**config.mk**
```make
export PLATFORM = sky130hd
export DESIGN_NAME = ps2_digit_tx_flat
export DESIGN_NICKNAME = d
export VERILOG_FILES = /design/src/rtl/ps2_digit_tx_pkg.sv /design/src/rtl/ps2_digit_tx_if.sv /design/src/rtl/ps2_digit_tx_byte_tx.sv /design/src/rtl/ps2_digit_tx.sv /design/src/flat_wrapper.sv
export SDC_FILE = /design/constraint.sdc
export NUM_CORES = 1
export LEC_CHECK = 0
export CAP_MARGIN = 20
export CORE_MARGIN = 8
export CORE_UTILIZATION = 55
export DETAILED_ROUTE_END_ITERATION = 10
export PLACE_DENSITY = 0.76
export SYNTH_ARGS = -nofsm -noshare
export SYNTH_HDL_FRONTEND = slang
export SYNTH_SLANG_ARGS = --single-unit
```
**constraint.sdc**
```tcl
create_clock -name clk -period 2.3 [get_ports clk]
set_clock_uncertainty 0.05 [all_clocks]
set_input_delay 0.46 -clock clk [delete_from_list [all_inputs] [get_ports clk]]
set_output_delay 0.46 -clock clk [all_outputs]
set_load 0.02 [all_outputs]
```
**src/rtl/ps2_digit_tx_pkg.sv**
```systemverilog
// Shared constants, FSM state type and digit->scan-code lookup for the
// PS/2 digit transmitter. PS2_DIGIT_TX_BREAK_EN enables the break sequence.
package ps2_pkg;

  localparam logic [7:0] KEY_0 = 8'h45;
  localparam logic [7:0] KEY_1 = 8'h16;
  localparam logic [7:0] KEY_2 = 8'h1E;
  localparam logic [7:0] KEY_3 = 8'h26;
  localparam logic [7:0] KEY_4 = 8'h25;
  localparam logic [7:0] KEY_5 = 8'h2E;
  localparam logic [7:0] KEY_6 = 8'h36;
  localparam logic [7:0] KEY_7 = 8'h3D;
  localparam logic [7:0] KEY_8 = 8'h3E;
  localparam logic [7:0] KEY_9 = 8'h46;

`ifdef PS2_DIGIT_TX_BREAK_EN
  localparam logic [7:0] PS2_BREAK = 8'hF0;
`endif

  localparam int PS2_FRAME_BITS = 11;

  typedef enum logic [1:0] {
    IDLE   = 2'd0,
    BIT_HI = 2'd1,
    BIT_LO = 2'd2,
    GAP    = 2'd3
  } ps2_state_t;

  // Out-of-range digits map to 0x00; callers gate on digit <= 9.
  function automatic logic [7:0] digit_to_code(input logic [3:0] d);
    case (d)
      4'd0:    digit_to_code = KEY_0;
      4'd1:    digit_to_code = KEY_1;
      4'd2:    digit_to_code = KEY_2;
      4'd3:    digit_to_code = KEY_3;
      4'd4:    digit_to_code = KEY_4;
      4'd5:    digit_to_code = KEY_5;
      4'd6:    digit_to_code = KEY_6;
      4'd7:    digit_to_code = KEY_7;
      4'd8:    digit_to_code = KEY_8;
      4'd9:    digit_to_code = KEY_9;
      default: digit_to_code = 8'h00;
    endcase
  endfunction

endpackage

```
**src/rtl/ps2_digit_tx_if.sv**
```systemverilog
// Request/status and PS/2 line bundle of the digit transmitter.
interface ps2_digit_tx_if;
  logic [3:0] digit;
  logic       send;
  logic       ready;
  logic       err;
  logic       ps2_clk;
  logic       ps2_data;
  logic [7:0] last_code;

  modport master (
    output digit, send,
    input  ready, err, ps2_clk, ps2_data, last_code
  );

  modport slave (
    input  digit, send,
    output ready, err, ps2_clk, ps2_data, last_code
  );
endinterface

```
**src/rtl/ps2_digit_tx_byte_tx.sv**
```systemverilog
// Serialises one byte as an 11-bit PS/2 device frame followed by an idle gap.
// A start presented on the last gap cycle chains the next frame with no
// extra idle cycle.
module ps2_byte_tx
  import ps2_pkg::*;
#(
  parameter int HALF_CYCLES = 2500,
  parameter int GAP_CYCLES  = 5000
) (
  input  logic       clk,
  input  logic       reset,
  input  logic       start,
  input  logic [7:0] tx_byte,
  output logic       idle,
  output logic       done,
  output logic       ps2_clk,
  output logic       ps2_data
);

  localparam int HW = ($clog2(HALF_CYCLES) > 0) ? $clog2(HALF_CYCLES) : 1;
  localparam int GW = ($clog2(GAP_CYCLES) > 0) ? $clog2(GAP_CYCLES) : 1;
  localparam logic [HW-1:0] HALF_LAST = HW'(HALF_CYCLES - 1);
  localparam logic [GW-1:0] GAP_LAST  = GW'(GAP_CYCLES - 1);
  localparam logic [3:0]    BIT_LAST  = 4'(PS2_FRAME_BITS - 1);

  ps2_state_t      state, state_next;
  logic [HW-1:0]   half_cnt;
  logic [GW-1:0]   gap_cnt;
  logic [3:0]      bit_idx;
  logic [10:0]     frame;
  logic            half_exp, gap_exp, load;

  assign half_exp = (half_cnt == HALF_LAST);
  assign gap_exp  = (gap_cnt == GAP_LAST);
  assign load     = start && ((state == IDLE) || (state == GAP && gap_exp));

  // State register.
  always_ff @(posedge clk) begin
    if (reset) state <= IDLE;
    else       state <= state_next;
  end

  // Next-state logic.
  always_comb begin
    state_next = state;
    case (state)
      IDLE:   if (load) state_next = BIT_HI;
      BIT_HI: if (half_exp) state_next = BIT_LO;
      BIT_LO: if (half_exp) state_next = (bit_idx == BIT_LAST) ? GAP : BIT_HI;
      GAP:    if (gap_exp) state_next = load ? BIT_HI : IDLE;
      default: state_next = IDLE;
    endcase
  end

  // Frame shift source and half-period / gap / bit counters.
  always_ff @(posedge clk) begin
    if (reset) begin
      frame    <= '1;
      bit_idx  <= '0;
      half_cnt <= '0;
      gap_cnt  <= '0;
    end else if (load) begin
      frame    <= {1'b1, ~^tx_byte, tx_byte, 1'b0};
      bit_idx  <= '0;
      half_cnt <= '0;
      gap_cnt  <= '0;
    end else begin
      case (state)
        BIT_HI: half_cnt <= half_exp ? '0 : half_cnt + 1'b1;
        BIT_LO: begin
          half_cnt <= half_exp ? '0 : half_cnt + 1'b1;
          if (half_exp) bit_idx <= bit_idx + 1'b1;
        end
        GAP:    gap_cnt <= gap_exp ? '0 : gap_cnt + 1'b1;
        default: begin
          half_cnt <= '0;
          gap_cnt  <= '0;
        end
      endcase
    end
  end

  // Line and status outputs decoded from state; data only moves on BIT_HI entry.
  always_comb begin
    idle     = (state == IDLE);
    done     = (state == GAP) && gap_exp;
    ps2_clk  = (state != BIT_LO);
    ps2_data = 1'b1;
    if (state == BIT_HI || state == BIT_LO) ps2_data = frame[bit_idx];
  end

endmodule

```
**src/rtl/ps2_digit_tx.sv**
```systemverilog
// PS/2 digit keystroke transmitter: accepts a digit, looks up its scan code
// and emits make (and, with PS2_DIGIT_TX_BREAK_EN, break F0+code) frames.
module ps2_digit_tx
  import ps2_pkg::*;
#(
  parameter int HALF_CYCLES = 2500,
  parameter int GAP_CYCLES  = 5000
) (
  input  logic          clk,
  input  logic          reset,
  ps2_digit_tx_if.slave bus
);

  logic       idle, done, start, accept, more;
  logic [7:0] code_next, tx_byte, last_code;
  logic       err;

  assign code_next = digit_to_code(bus.digit);
  assign accept    = idle && bus.send && (bus.digit <= 4'd9);

`ifdef PS2_DIGIT_TX_BREAK_EN
  // byte_idx counts frames already finished for the current keystroke.
  logic [1:0] byte_idx;

  assign more    = (byte_idx != 2'd2);
  assign tx_byte = accept ? code_next : ((byte_idx == 2'd0) ? PS2_BREAK : last_code);

  // Byte sequencing: code, F0, code.
  always_ff @(posedge clk) begin
    if (reset)             byte_idx <= '0;
    else if (accept)       byte_idx <= '0;
    else if (done && more) byte_idx <= byte_idx + 1'b1;
  end
`else
  assign more    = 1'b0;
  assign tx_byte = code_next;
`endif

  assign start = accept || (done && more);

  // Acceptance bookkeeping and invalid-digit pulse.
  always_ff @(posedge clk) begin
    if (reset) begin
      last_code <= 8'h00;
      err       <= 1'b0;
    end else begin
      err <= idle && bus.send && (bus.digit > 4'd9);
      if (accept) last_code <= code_next;
    end
  end

  ps2_byte_tx #(
    .HALF_CYCLES(HALF_CYCLES),
    .GAP_CYCLES (GAP_CYCLES)
  ) u_byte_tx (
    .clk     (clk),
    .reset   (reset),
    .start   (start),
    .tx_byte (tx_byte),
    .idle    (idle),
    .done    (done),
    .ps2_clk (bus.ps2_clk),
    .ps2_data(bus.ps2_data)
  );

  assign bus.ready     = idle;
  assign bus.err       = err;
  assign bus.last_code = last_code;

endmodule

```
**src/flat_wrapper.sv**
```systemverilog
// flat-port wrapper written by rule: the top's interface ports become plain ports
module ps2_digit_tx_flat import ps2_pkg::*;
#(
  parameter int HALF_CYCLES = 2500,
  parameter int GAP_CYCLES  = 5000
)
  (clk, reset, bus_digit, bus_send, bus_ready, bus_err, bus_ps2_clk, bus_ps2_data, bus_last_code);
  ps2_digit_tx_if bus_i ();
  input  logic clk;
  input  logic reset;
  input wire logic [$bits(bus_i.digit)-1:0] bus_digit;
  input wire logic [$bits(bus_i.send)-1:0] bus_send;
  output wire logic [$bits(bus_i.ready)-1:0] bus_ready;
  output wire logic [$bits(bus_i.err)-1:0] bus_err;
  output wire logic [$bits(bus_i.ps2_clk)-1:0] bus_ps2_clk;
  output wire logic [$bits(bus_i.ps2_data)-1:0] bus_ps2_data;
  output wire logic [$bits(bus_i.last_code)-1:0] bus_last_code;
  assign bus_i.digit = bus_digit;
  assign bus_i.send = bus_send;
  assign bus_ready = bus_i.ready;
  assign bus_err = bus_i.err;
  assign bus_ps2_clk = bus_i.ps2_clk;
  assign bus_ps2_data = bus_i.ps2_data;
  assign bus_last_code = bus_i.last_code;
  ps2_digit_tx #(.HALF_CYCLES(HALF_CYCLES), .GAP_CYCLES(GAP_CYCLES)) u_core (.clk(clk), .reset(reset), .bus(bus_i));
endmodule
```
==> results.py <==
metrics = {
    "clock_tree": {
        "numCtsBuffers": 5,
        "tritoncts": "done",
        "clkSinkCount": 48,
        "clock_path_buffers": 2,
        "post_cts_buffers": 0,
        "cts.clk_slew.worst_paths_ps": 100,
        "cts_resized": 1,
        "insertion_delay_ps": 300,
        "cts_hold_buf": 0,
        "cts_root_buffer": "clkbuf_8",
        "htreeDepth": 2,
    },
    "drt": {
        "vias_per_cell": 5.87,
        "first_iter_violations": 111,
        "wl_um": 5720,
        "wire_per_inst_um": 14.9,
        "vias": 2253,
        "drc": 0,
        "ant_nets": 0,
        "first_pass_iters": 4,
    },
    "cells_and_area": {
        "drive_gt1_share_pct": 13.9,
        "seq_area_um2": 961,
        "syn_to_final_growth_pct": 18.3,
        "antenna_cells": 0,
        "num-nets-final": 350,
        "multi_input_area_um2": 1520,
        "nFillCells": 392,
    },
    "floorplanning": {
        "die_h_um": 84.5,
        "start_util_pct": 55.8,
        "core_area_um2": 4630,
        "pin_count": 19,
        "dieWidth_um": 84.5,
        "die-area_um2": 7140,
        "fp-row-count": 25,
    },
    "logic_synthesis": {
        "ys_seq_area_share_pct": 37.2,
        "netlist_instances": 298,
        "syn_area_um2": 2580,
        "synth_nets": 319,
        "yosys_warnings": 0,
        "synth_ff_type": "dfxtp_1",
        "synth_edf_count": 0,
        "yosysUniqueCellTypes": 61,
        "synth_async_sr_flop_share_pct": 0,
        "ys_ff_latch": 48,
        "syn_avg_cell_area_um2": 8.66,
    },
    "worst_hold_path": {
        "hold_class": "register to register",
    },
    "critical_path": {
        "startpoint": "u_core.u_byte_tx.state[1]",
        "cp.arrival_ps": 1680,
        "required_ps": 1790,
        "reg2reg_from": "u_core.u_byte_tx.state[0]",
        "r2r_end": "u_core.u_byte_tx.half_cnt[2]",
        "worst-path-max-fanout": 4,
        "r2r_slack_ps": 220,
        "path_class": "register to primary output",
        "worstSetupEndpointType": "primary output",
        "worstRegToRegCells": 7,
        "crit_end": "bus_ready",
        "crit_path_start_kind": "register",
    },
    "grt": {
        "grt_max_degree": 17,
        "grt_pass1_vias": 2161,
        "grt_pass1_wl_um": 9860,
        "gr-total-overflow": 0,
        "antenna_found_initial": 0,
        "grt_usage_pct": 16.6,
    },
    "placed_design": {
        "place_ws_ps": -101,
        "io_buffers": 17,
        "dp_hpwl_um": 4160,
        "place.gp.congestion": 0.894,
    },
    "power": {
        "ir_drop_mv": 0.469,
        "p_per_area_nw_per_um2": 838,
        "leakagePower_nw": 1.14,
    },
    "timing": {
        "worst_slack_ps": 110,
        "fin_setup_tns_ps": 0,
        "worst_slew_pin_slew_ps": 634,
        "fin_crit_ps": 2190,
        "grt_setup_unrepaired": "no",
        "setup_viol_count_final": 0,
        "drv_slew": 0,
        "maxSlewHeadroom_pct": 57.4,
        "fin_crit_sh_pct": 95.2,
        "fmax_mhz": 457,
        "hold_viol": 0,
        "whs_ps": 411,
    },
    "job": {
        "drv_cap": 0,
    },
    "status": {
        "status": "finished clean",
    },
}
synthesized netlist by cell type (all sizes together), types with 2 or more instances:
| library cell | n | area (µm²) |
|---|---|---|
| or4b | 2 | 23.8 |
| a311oi | 3 | 32.5 |
| nand3 | 13 | 65.1 |
| dfxtp | 48 | 961 |
| inv | 12 | 45.0 |
| o211ai | 3 | 27.5 |
| a31oi | 5 | 31.3 |
| nor4 | 4 | 25.0 |
| nor2 | 37 | 139 |
| nor4b | 3 | 38.8 |
| a41oi | 2 | 17.5 |
| o21ai | 14 | 70.1 |
| ha | 14 | 175 |
| a21oi | 16 | 80.1 |
| and4b | 2 | 20.0 |
| nand4 | 8 | 50.1 |
| mux2 | 3 | 33.8 |
| nand2b | 4 | 25.0 |
| nand3b | 7 | 52.6 |
| and4 | 2 | 17.5 |
| mux2i | 2 | 20.0 |
| xnor2 | 8 | 70.1 |
| and3 | 3 | 20.0 |
| clkbuf | 12 | 46.3 |
| buf | 2 | 11.3 |
| xor2 | 10 | 87.6 |
| a21o | 4 | 30.0 |
| nor3 | 7 | 35.0 |
| and2 | 2 | 13.8 |
| a221oi | 2 | 17.5 |
| nand2 | 17 | 63.8 |
| a32o | 3 | 30.0 |
| or3 | 4 | 25.0 |
worst min-delay path by stage:
stage                     slack [ps]                       from  cells after the start                         to
after floorplan                  370  u_core.u_byte_tx.frame[8]                      2  u_core.u_byte_tx.frame[8]
after global placement           400  u_core.u_byte_tx.frame[8]                      2  u_core.u_byte_tx.frame[8]
final                            410  u_core.u_byte_tx.frame[8]                      2  u_core.u_byte_tx.frame[8]
after detailed placement         410  u_core.u_byte_tx.frame[8]                      2  u_core.u_byte_tx.frame[8]
after CTS                        420  u_core.u_byte_tx.frame[8]                      2  u_core.u_byte_tx.frame[8]
after global routing             450  u_core.u_byte_tx.frame[8]                      2  u_core.u_byte_tx.frame[8]
sequential cells by signal (all words and copies together), names as in the netlist:
signal	flops
u_core.bus.err	1
u_core.bus.last_code	7
u_core.u_byte_tx.half_cnt	12
u_core.u_byte_tx.gap_cnt	13
u_core.u_byte_tx.state	2
u_core.u_byte_tx.frame	9
u_core.u_byte_tx.bit_idx	4
kinds of logic after synthesis:
| logic type | after synthesis | share of synthesized area (%) |
|---|---|---|
| simple gates | 122 | 25.9 |
| compound gates | 63 | 16.9 |
| flops | 48 | 37.2 |
| buf+inv | 26 | 3.97 |
| xor+xnor | 18 | 6.11 |
| fa+ha+maj | 14 | 6.79 |
| mux | 6 | 2.96 |
| other cells | 1 | 0.145 |
through the flow:
| stage | util (%) | power (mW) | std cells | area (µm²) |
|---|---|---|---|---|
| 3_5_place_dp | 63.1 | 1.84 | 376 | 2920 |
| 6_report | 66.0 | 2.56 | 384 | 3050 |
| 2_1_floorplan | - | 1.52 | 298 | 2580 |
| 3_3_place_gp | 63.1 | 1.82 | 376 | 2920 |
| 5_1_grt | 66.0 | 2.70 | 384 | 3050 |
| 4_1_cts | 66.0 | 2.57 | 384 | 3060 |
layout make-up:
| cell class | instances | share of cell area, % |
|---|---|---|
| sequential | 48 | 31.5 |
| clock buffer | 5 | 2.25 |
| tap | 54 | 2.21 |
| inverter | 12 | 1.47 |
| timing repair buffer | 38 | 10.7 |
| multi-input combinational | 224 | 49.7 |
| clock inverter | 3 | 2.25 |
worst max-delay path, stage by stage, from the launching register on:
cell	delay, ps
dfxtp_1	350
inv_1	140
ha_1	250
clkdlybuf4s50_1	630
per-layer routing:
layer,global-route usage (%),wire length (µm),up-vias
met5,0,0,-
met4,4.85,57,0
met3,3.41,242,8
met2,29.3,2850,51
met1,19.7,2570,1048
li1,-,-,1146
where the power goes:
part	total [mW]	leakage (nW)	switching [mW]	internal (mW)
Clock	0.736	0.0687	0.298	0.438
Combinational	0.869	0.681	0.505	0.364
Sequential	0.953	0.390	0.0518	0.902
cells in the final DEF (no fill, tap or decap), types with 3 or more instances in the layout:
cell type | Yosys | final
xnor2_1 | 8 | 8
xor2_1 | 10 | 10
clkdlybuf4s50_1 | 0 | 15
nand4_1 | 8 | 8
buf_4 | 1 | 21
clkbuf_8 | 0 | 5
a31oi_1 | 5 | 5
a21o_1 | 4 | 4
nand2b_1 | 4 | 4
a32o_1 | 3 | 3
o21ai_0 | 14 | 14
dfxtp_1 | 48 | 48
inv_1 | 12 | 12
nand3b_1 | 7 | 7
a21oi_1 | 16 | 16
mux2_2 | 3 | 3
nor4_1 | 4 | 4
nor3_1 | 7 | 7
nand3_1 | 13 | 13
ha_1 | 14 | 14
nor2_1 | 37 | 37
nand2_1 | 17 | 17
or3_1 | 4 | 4
No activity file was read; power rests on OpenSTA's default activity.
